### src/rtl/mfp_sevenseg_pkg.sv
// Shared definitions for the multiplexed seven-segment scanner: glyph codes,
// the 32-entry active-low glyph table and the blank patterns.
package mfp_sevenseg_pkg;

    localparam int DIGIT_W = 6;

    // Active-low {a, b, c, d, e, f, g}; a cleared bit lights that segment.
    localparam logic [6:0] GLYPH_BLANK = 7'h7F;
    localparam logic [7:0] SEG_OFF     = {1'b1, GLYPH_BLANK};

    typedef enum logic [4:0] {
        CODE_0,     CODE_1,     CODE_2,     CODE_3,
        CODE_4,     CODE_5,     CODE_6,     CODE_7,
        CODE_8,     CODE_9,     CODE_A,     CODE_B,
        CODE_C,     CODE_D,     CODE_E,     CODE_F,
        CODE_SEG_A, CODE_SEG_B, CODE_SEG_C, CODE_SEG_D,
        CODE_SEG_E, CODE_SEG_F, CODE_SEG_G,
        CODE_LTR_S, CODE_LTR_I, CODE_LTR_R_UP, CODE_LTR_L,
        CODE_LTR_R, CODE_LTR_N, CODE_LTR_Y,    CODE_LTR_U,
        CODE_LTR_G
    } glyph_code_e;

    // Entry order follows glyph_code_e: hex digits, single segments a..g,
    // then the letters s, i, R, l, r, n, y, u, g.
    localparam logic [0:31][6:0] GLYPH_TABLE = {
        7'h01, 7'h4F, 7'h12, 7'h06, 7'h4C, 7'h24, 7'h20, 7'h0F,
        7'h00, 7'h04, 7'h08, 7'h60, 7'h31, 7'h42, 7'h30, 7'h38,
        7'h3F, 7'h5F, 7'h6F, 7'h77, 7'h7B, 7'h7D, 7'h7E,
        7'h24, 7'h6F, 7'h08, 7'h79, 7'h7A, 7'h6A, 7'h44, 7'h63,
        7'h04
    };

    function automatic logic [6:0] glyph_of(input logic [4:0] code);
        return GLYPH_TABLE[code];
    endfunction

endpackage

### src/rtl/mfp_sevenseg_glyph.sv
// Combinational code-to-segment decoder; holds no state so all scan timing
// remains in the scanner top.
module mfp_sevenseg_glyph
    import mfp_sevenseg_pkg::*;
(
    input  logic [4:0] code_i,
    output logic [6:0] glyph_o
);

    assign glyph_o = glyph_of(code_i);

endmodule

### src/rtl/mfp_sevenseg_scanner.sv
// Multiplexed seven-segment scanner with frame-aligned double-buffered loads.
// Optional blink support is compiled in with `define SEVENSEG_BLINK_EN.
module mfp_sevenseg_scanner
    import mfp_sevenseg_pkg::*;
#(
    parameter int NUM_DIGITS   = 8,
    parameter int REFRESH_DIV  = 50000,
    parameter int BLINK_FRAMES = 64
) (
    input  logic                          HCLK,
    input  logic                          HRESETn,
    input  logic                          load,
    input  logic [DIGIT_W*NUM_DIGITS-1:0] digit_data,
    input  logic [NUM_DIGITS-1:0]         digit_en,
    input  logic [NUM_DIGITS-1:0]         blink_mask,
    output logic [NUM_DIGITS-1:0]         an,
    output logic [7:0]                    seg,
    output logic                          pending,
    output logic                          frame_done
);

    localparam int SW = $clog2(REFRESH_DIV);
    localparam int IW = $clog2(NUM_DIGITS);
    localparam logic [SW-1:0] SLOT_LAST = SW'(REFRESH_DIV - 1);
    localparam logic [IW-1:0] IDX_LAST  = IW'(NUM_DIGITS - 1);

    logic [SW-1:0]                   slot_cnt_q, slot_cnt_d;
    logic [IW-1:0]                   idx_q, idx_d;
    logic                            frame_done_q, frame_done_d;
    logic                            pending_q, pending_d;
    logic [DIGIT_W*NUM_DIGITS-1:0]   data_shd_q, data_shd_d;
    logic [DIGIT_W*NUM_DIGITS-1:0]   data_act_q, data_act_d;
    logic [NUM_DIGITS-1:0]           en_shd_q, en_shd_d;
    logic [NUM_DIGITS-1:0]           en_act_q, en_act_d;
    logic [NUM_DIGITS-1:0]           an_q, an_d;
    logic [7:0]                      seg_q, seg_d;

    logic                            slot_last;
    logic                            frame_wrap;
    logic [DIGIT_W-1:0]              cur_digit;
    logic [6:0]                      cur_glyph;
    logic [NUM_DIGITS-1:0]           blink_off;
    logic                            digit_lit;

    assign slot_last  = (slot_cnt_q == SLOT_LAST);
    assign frame_wrap = slot_last && (idx_q == IDX_LAST);
    assign cur_digit  = data_act_q[int'(idx_q)*DIGIT_W +: DIGIT_W];
    assign digit_lit  = en_act_q[idx_q] & ~blink_off[idx_q];

    mfp_sevenseg_glyph u_glyph (
        .code_i  (cur_digit[4:0]),
        .glyph_o (cur_glyph)
    );

`ifdef SEVENSEG_BLINK_EN
    localparam int BW = $clog2(BLINK_FRAMES + 1);
    localparam logic [BW-1:0] BLINK_LAST = BW'(BLINK_FRAMES - 1);

    logic [BW-1:0]         blink_cnt_q, blink_cnt_d;
    logic                  blink_phase_q, blink_phase_d;
    logic [NUM_DIGITS-1:0] blink_shd_q, blink_shd_d;
    logic [NUM_DIGITS-1:0] blink_act_q, blink_act_d;

    // The blink mask rides the same shadow/active handoff as the digit data.
    always_comb begin
        blink_cnt_d   = blink_cnt_q;
        blink_phase_d = blink_phase_q;
        blink_shd_d   = blink_shd_q;
        blink_act_d   = blink_act_q;
        if (frame_wrap) begin
            if (blink_cnt_q == BLINK_LAST) begin
                blink_cnt_d   = '0;
                blink_phase_d = ~blink_phase_q;
            end else begin
                blink_cnt_d = blink_cnt_q + BW'(1);
            end
            if (load) begin
                blink_act_d = blink_mask;
            end else if (pending_q) begin
                blink_act_d = blink_shd_q;
            end
        end else if (load) begin
            blink_shd_d = blink_mask;
        end
    end

    always_ff @(posedge HCLK or negedge HRESETn) begin
        if (!HRESETn) begin
            blink_cnt_q   <= '0;
            blink_phase_q <= 1'b0;
            blink_shd_q   <= '0;
            blink_act_q   <= '0;
        end else begin
            blink_cnt_q   <= blink_cnt_d;
            blink_phase_q <= blink_phase_d;
            blink_shd_q   <= blink_shd_d;
            blink_act_q   <= blink_act_d;
        end
    end

    assign blink_off = blink_phase_q ? blink_act_q : '0;
`else
    logic blink_unused;
    assign blink_unused = ^blink_mask;
    assign blink_off    = '0;
`endif

    // Scan sequencing, load handoff and the registered anode/segment drive.
    // The first cycle of every slot is blanked so segments can settle.
    always_comb begin
        slot_cnt_d   = slot_cnt_q + SW'(1);
        idx_d        = idx_q;
        frame_done_d = frame_wrap;
        pending_d    = pending_q;
        data_shd_d   = data_shd_q;
        data_act_d   = data_act_q;
        en_shd_d     = en_shd_q;
        en_act_d     = en_act_q;
        an_d         = '1;
        seg_d        = SEG_OFF;

        if (slot_last) begin
            slot_cnt_d = '0;
            idx_d      = (idx_q == IDX_LAST) ? '0 : idx_q + IW'(1);
        end

        if (frame_wrap) begin
            pending_d = 1'b0;
            if (load) begin
                data_act_d = digit_data;
                en_act_d   = digit_en;
            end else if (pending_q) begin
                data_act_d = data_shd_q;
                en_act_d   = en_shd_q;
            end
        end else if (load) begin
            data_shd_d = digit_data;
            en_shd_d   = digit_en;
            pending_d  = 1'b1;
        end

        if ((slot_cnt_q != '0) && digit_lit) begin
            an_d[idx_q] = 1'b0;
            seg_d       = {~cur_digit[5], cur_glyph};
        end
    end

    always_ff @(posedge HCLK or negedge HRESETn) begin
        if (!HRESETn) begin
            slot_cnt_q   <= '0;
            idx_q        <= '0;
            frame_done_q <= 1'b0;
            pending_q    <= 1'b0;
            data_shd_q   <= '0;
            data_act_q   <= '0;
            en_shd_q     <= '0;
            en_act_q     <= '0;
            an_q         <= '1;
            seg_q        <= SEG_OFF;
        end else begin
            slot_cnt_q   <= slot_cnt_d;
            idx_q        <= idx_d;
            frame_done_q <= frame_done_d;
            pending_q    <= pending_d;
            data_shd_q   <= data_shd_d;
            data_act_q   <= data_act_d;
            en_shd_q     <= en_shd_d;
            en_act_q     <= en_act_d;
            an_q         <= an_d;
            seg_q        <= seg_d;
        end
    end

    assign an         = an_q;
    assign seg        = seg_q;
    assign pending    = pending_q;
    assign frame_done = frame_done_q;

endmodule
### config.mk
export PLATFORM = sky130hd
export DESIGN_NAME = mfp_sevenseg_scanner
export DESIGN_NICKNAME = d
export VERILOG_FILES = /design/src/rtl/mfp_sevenseg_pkg.sv /design/src/rtl/mfp_sevenseg_glyph.sv /design/src/rtl/mfp_sevenseg_scanner.sv
export SDC_FILE = /design/constraint.sdc
export NUM_CORES = 1
export LEC_CHECK = 0
export ABC_CLOCK_PERIOD_IN_PS = 3500
export CORE_MARGIN = 2
export CORE_UTILIZATION = 50
export DETAILED_ROUTE_END_ITERATION = 16
export MAX_ROUTING_LAYER = met4
export PLACE_DENSITY = 0.83
export SYNTH_ARGS = -nofsm -noshare
export SYNTH_HDL_FRONTEND = slang
export SYNTH_HIERARCHICAL = 1
export SYNTH_SLANG_ARGS = --single-unit
### constraint.sdc
create_clock -name HCLK -period 3.5 [get_ports HCLK]
set_input_delay 0.7 -clock HCLK [delete_from_list [all_inputs] [get_ports HCLK]]
set_output_delay 0.7 -clock HCLK [all_outputs]
set_load 0.05 [all_outputs]
==> results <==
- The flow ran to the end, and the final reports show no timing, DRC or antenna violations.
- Ranked by total cell area, the synthesized netlist is headed by dfrtp_1, mux2_2, mux2_4.
- Entering global routing, the biggest net connects 90 pins.
- The most critical setup path has its startpoint at idx_q[1].
- The residual antenna-violating net count after detailed routing is 0.
- The max capacitance violation total is 0.
- The post-route netlist has 39.5% of its cells at a drive strength greater than 1.
- The Yosys warning count is 6.
- At the worst endpoint, the required time is 3.86 ns.
- The setup clock skew after layout is about 0.0084 ns.
- The slew at the pin closest to its max-slew limit is 1.08 ns.
- The detailed router put a total of 6870 µm of wire on met1.
- The clock drives 149 sinks.
- TritonCTS built the clock tree.
- The boundary pin count is 85.
- The post-route setup TNS is 0 ns.
- The remaining routing DRC violations is 0.
- The analysis attributes to cell leakage a power of 3.86 nW.
- After synthesis the cells add up to 0.00753 mm².
- The final hold violation count is 0.
- In this run the core area contains 44 standard-cell rows.
- The maximum clock path buffer count is 2.
- The max-slew violation count is 0.
- In this design, the largest share of critical-path delay is due to simple AND/OR/NAND/NOR gates.
- The post-synthesis cell count is 548.
- The starting utilization of the core area is 51.5%.
- For this run, the leading register cell type out of synthesis is dfrtp_1.
- Buffers placed on the I/O ports in this run total 76.
- The path class of the tightest hold or removal check is in -> async.
- The cell with the largest stage delay on the worst path is dfrtp_1.
- The largest area contributor in the synthesized netlist is dfrtp_1.
- Static timing analysis puts the maximum clock frequency at around 320 MHz.
- The slack of the worst reg-to-reg path is 0.38 ns.
- The tree is rooted in a clkbuf_16.
- The number of stages on the worst setup path is 9.
- At the end of the flow, the number of nets in the layout was 694.
- The largest fanout on the critical path is 17.
- The number of setup violations in the final report is 0.
- The number of detailed-routing iterations run before antenna repair is 7.
- The post-CTS setup-driven buffer insertion count is 0.
- The ratio of total power to cell area is 450 mW/mm².
- Across the VDD grid, the largest voltage drop is 356 µV.
- For the worst setup path, the data arrival time is 3.48 ns.
- By count the netlist is led by mux2_2, dfrtp_1, mux2_4.
- In the detailed route, the total length drawn on met2 is 7380 µm.
- Together, buffers and inverters on the worst path number 2.
- The post-synthesis sequential element count is around 150.
- The critical path is of the reg -> reg type.
- The number of global-route vias before repair came to about 4900.
- The area added between synthesis and finish is 18.2%.
- STA classifies the critical path startpoint as a flip-flop.
- The synthesized area per cell is 13.7 µm².
- The number of diodes is 0.
- The overall die width is 127 µm.
- The filler cell count in the final layout is 1091.
- Walking the worst path, the cells encountered are buf_4 > nor2b_1 > a22oi_1 > o22ai_1 > a311o_1 > inv_1 > or4_1 > o311ai_1 > nand3b_1.
- The minimum period implied by the final worst setup slack is 3.12 ns.
- TritonCTS created 17 clock buffers.
- Among all cell types in the netlist, the one instantiated most often is mux2_2.
- The initial antenna violation count is 0.
- In this run the top signal layer used is met4.
- For this run the aggregate overflow at the end of global routing stands at 0.
- The DRC violation total after the first TritonRoute iteration is 389.
- After layout, the worst path uses 89.1% of the clock period.
- The sum of met3 wire segment lengths after detailed routing is 757 µm.
- The post-route worst hold slack is 0.354 ns.
- Synthesis produced a netlist with a net count of 627.
- The detailed-placement wirelength estimate is ~10000 µm.
- The global-route usage over all layers is 20.9%.
- The total via count after detailed routing is 4661.
- The worst setup path is captured at a flip-flop.
- Of the post-synthesis cell area, the dominant cell type holds 44.2%.
- Routability-driven placement finished with a final weighted congestion of about 0.94.
- The placeable core area is 0.0146 mm².
- The clock tree synthesis step divided the H-tree into 4 levels.
- Sequential elements use approximately 50% of the synthesized area.
- In this run the critical register-to-register path is launched from idx_q[1].
- In the synthesized netlist the async set-or-reset flop fraction comes to 100%.
- The via-per-instance ratio is between 5 and 6.
- Setup repair after global routing left no endpoint under its margin.
- The number of enable flip-flop cells after synthesis is 0.
- Dividing the detail-routed wire length by the instance count gives 18.8 µm.
- Counting cells, the worst reg-to-reg path comes to 9.
- The floorplan step defined a die boundary enclosing approximately 0.016 mm².
- In this run the worst setup path terminates at seg[3].
- Clock-pin slew was measured on the worst setup and hold paths at 0.06 ns.
- The first global-routing pass estimated 25600 µm of wire.
- In this run the tightest slew margin relative to its limit is 27.0%.
- In this run the critical register-to-register path is captured at seg[3].
- Summed over all layers, the routed wires come to 15300 µm.
- At the later pin of the worst-skew pair, clock insertion delay measures 0.43 ns.
- The floorplan die height is 127 µm.
- For this run, the slowest stage of the critical path takes 0.63 ns.
- The count of cell types in the netlist is 55.
what timing repair did:
item,CTS,global route
endpoints found under the hold margin,0,0
resized for setup,0,1
setup endpoints to repair,0,1
hold buffers,0,0
flip-flops by register name (all words and copies together), names as in the netlist, 3 cells and up:
register    cells
seg             8
idx_q           3
en_shd_q        8
data_act_q     48
slot_cnt_q     16
data_shd_q     48
an              8
en_act_q        8
worst reg2reg max path: cells and delay by family (launching register included):
kind,cells,cell delay (ns)
simple gates,3,0.95
compound gates,4,0.94
flops,1,0.63
buf+inv,2,0.54
power by group:
part,switching (mW),internal (mW)
registers,0.0500,1.82
logic,0.179,0.257
clock network,0.776,0.923
total,1.00,3.00
logic make-up after synthesis:
logic type,share of synthesized area (%)
AOI/OAI and AO/OA,3.30
xor gates and xnor gates,1.51
adders and majority gates,1.99
buffers and inverters,3.94
DFF,49.8
muxes,32.2
and+or+nand+nor,7.31
worst min-delay path by stage:
stage,cells after the start,slack [ns],to
floorplan,0,0.40,data_act_q[0]
global placement,1,0.47,an[0]
detailed placement,1,0.47,an[0]
CTS,1,0.38,data_shd_q[19]
global route,1,0.42,data_shd_q[11]
finish,1,0.35,data_shd_q[11]
per-stage QoR:
step / instance area [µm²] / util (%) / total power, mW / std cells / setup WS, ns
floorplan: 7530 / - / 2.16 / 548 / 0.602
global placement: 8360 / 57.1 / 2.31 / 780 / 0.570
detailed placement: 8360 / 57.1 / 2.34 / 780 / 0.376
CTS: 8900 / 60.8 / 4.03 / 812 / 0.371
global route: 8900 / 60.8 / 4.16 / 812 / 0.148
finish: 8900 / 60.8 / 4.00 / 812 / 0.383
cells in the final DEF (no fill, tap or decap), types with 11 or more instances in the layout:
cell type / n
mux2_2: 135
nand3_1: 11
nor2_1: 19
clkdlybuf4s50_1: 74
mux2_4: 40
ha_1: 12
clkbuf_16: 17
dfstp_2: 16
nand2_1: 16
dfrtp_1: 133
inv_1: 11
final cells by class:
| type | instances | area (µm²) | share of cell area (%) |
|---|---|---|---|
| Inverter | 11 | 41.3 | 0.464 |
| Clock inverter | 15 | 121 | 1.36 |
| Multi-Input combinational cell | 353 | 3500 | 39.3 |
| Timing Repair Buffer | 83 | 835 | 9.37 |
| Sequential cell | 149 | 3750 | 42.1 |
| Clock buffer | 17 | 425 | 4.78 |
| Tap cell | 184 | 230 | 2.59 |
layer usage:
metal / GRT usage (%) / vias to the layer above
met2: 32.6 / 140
met4: 7.89 / 0
met3: 4.60 / 22
li1: - / 2119
met1: 27.1 / 2380
met5: - / -
No activity file was read; power rests on OpenSTA's default activity.
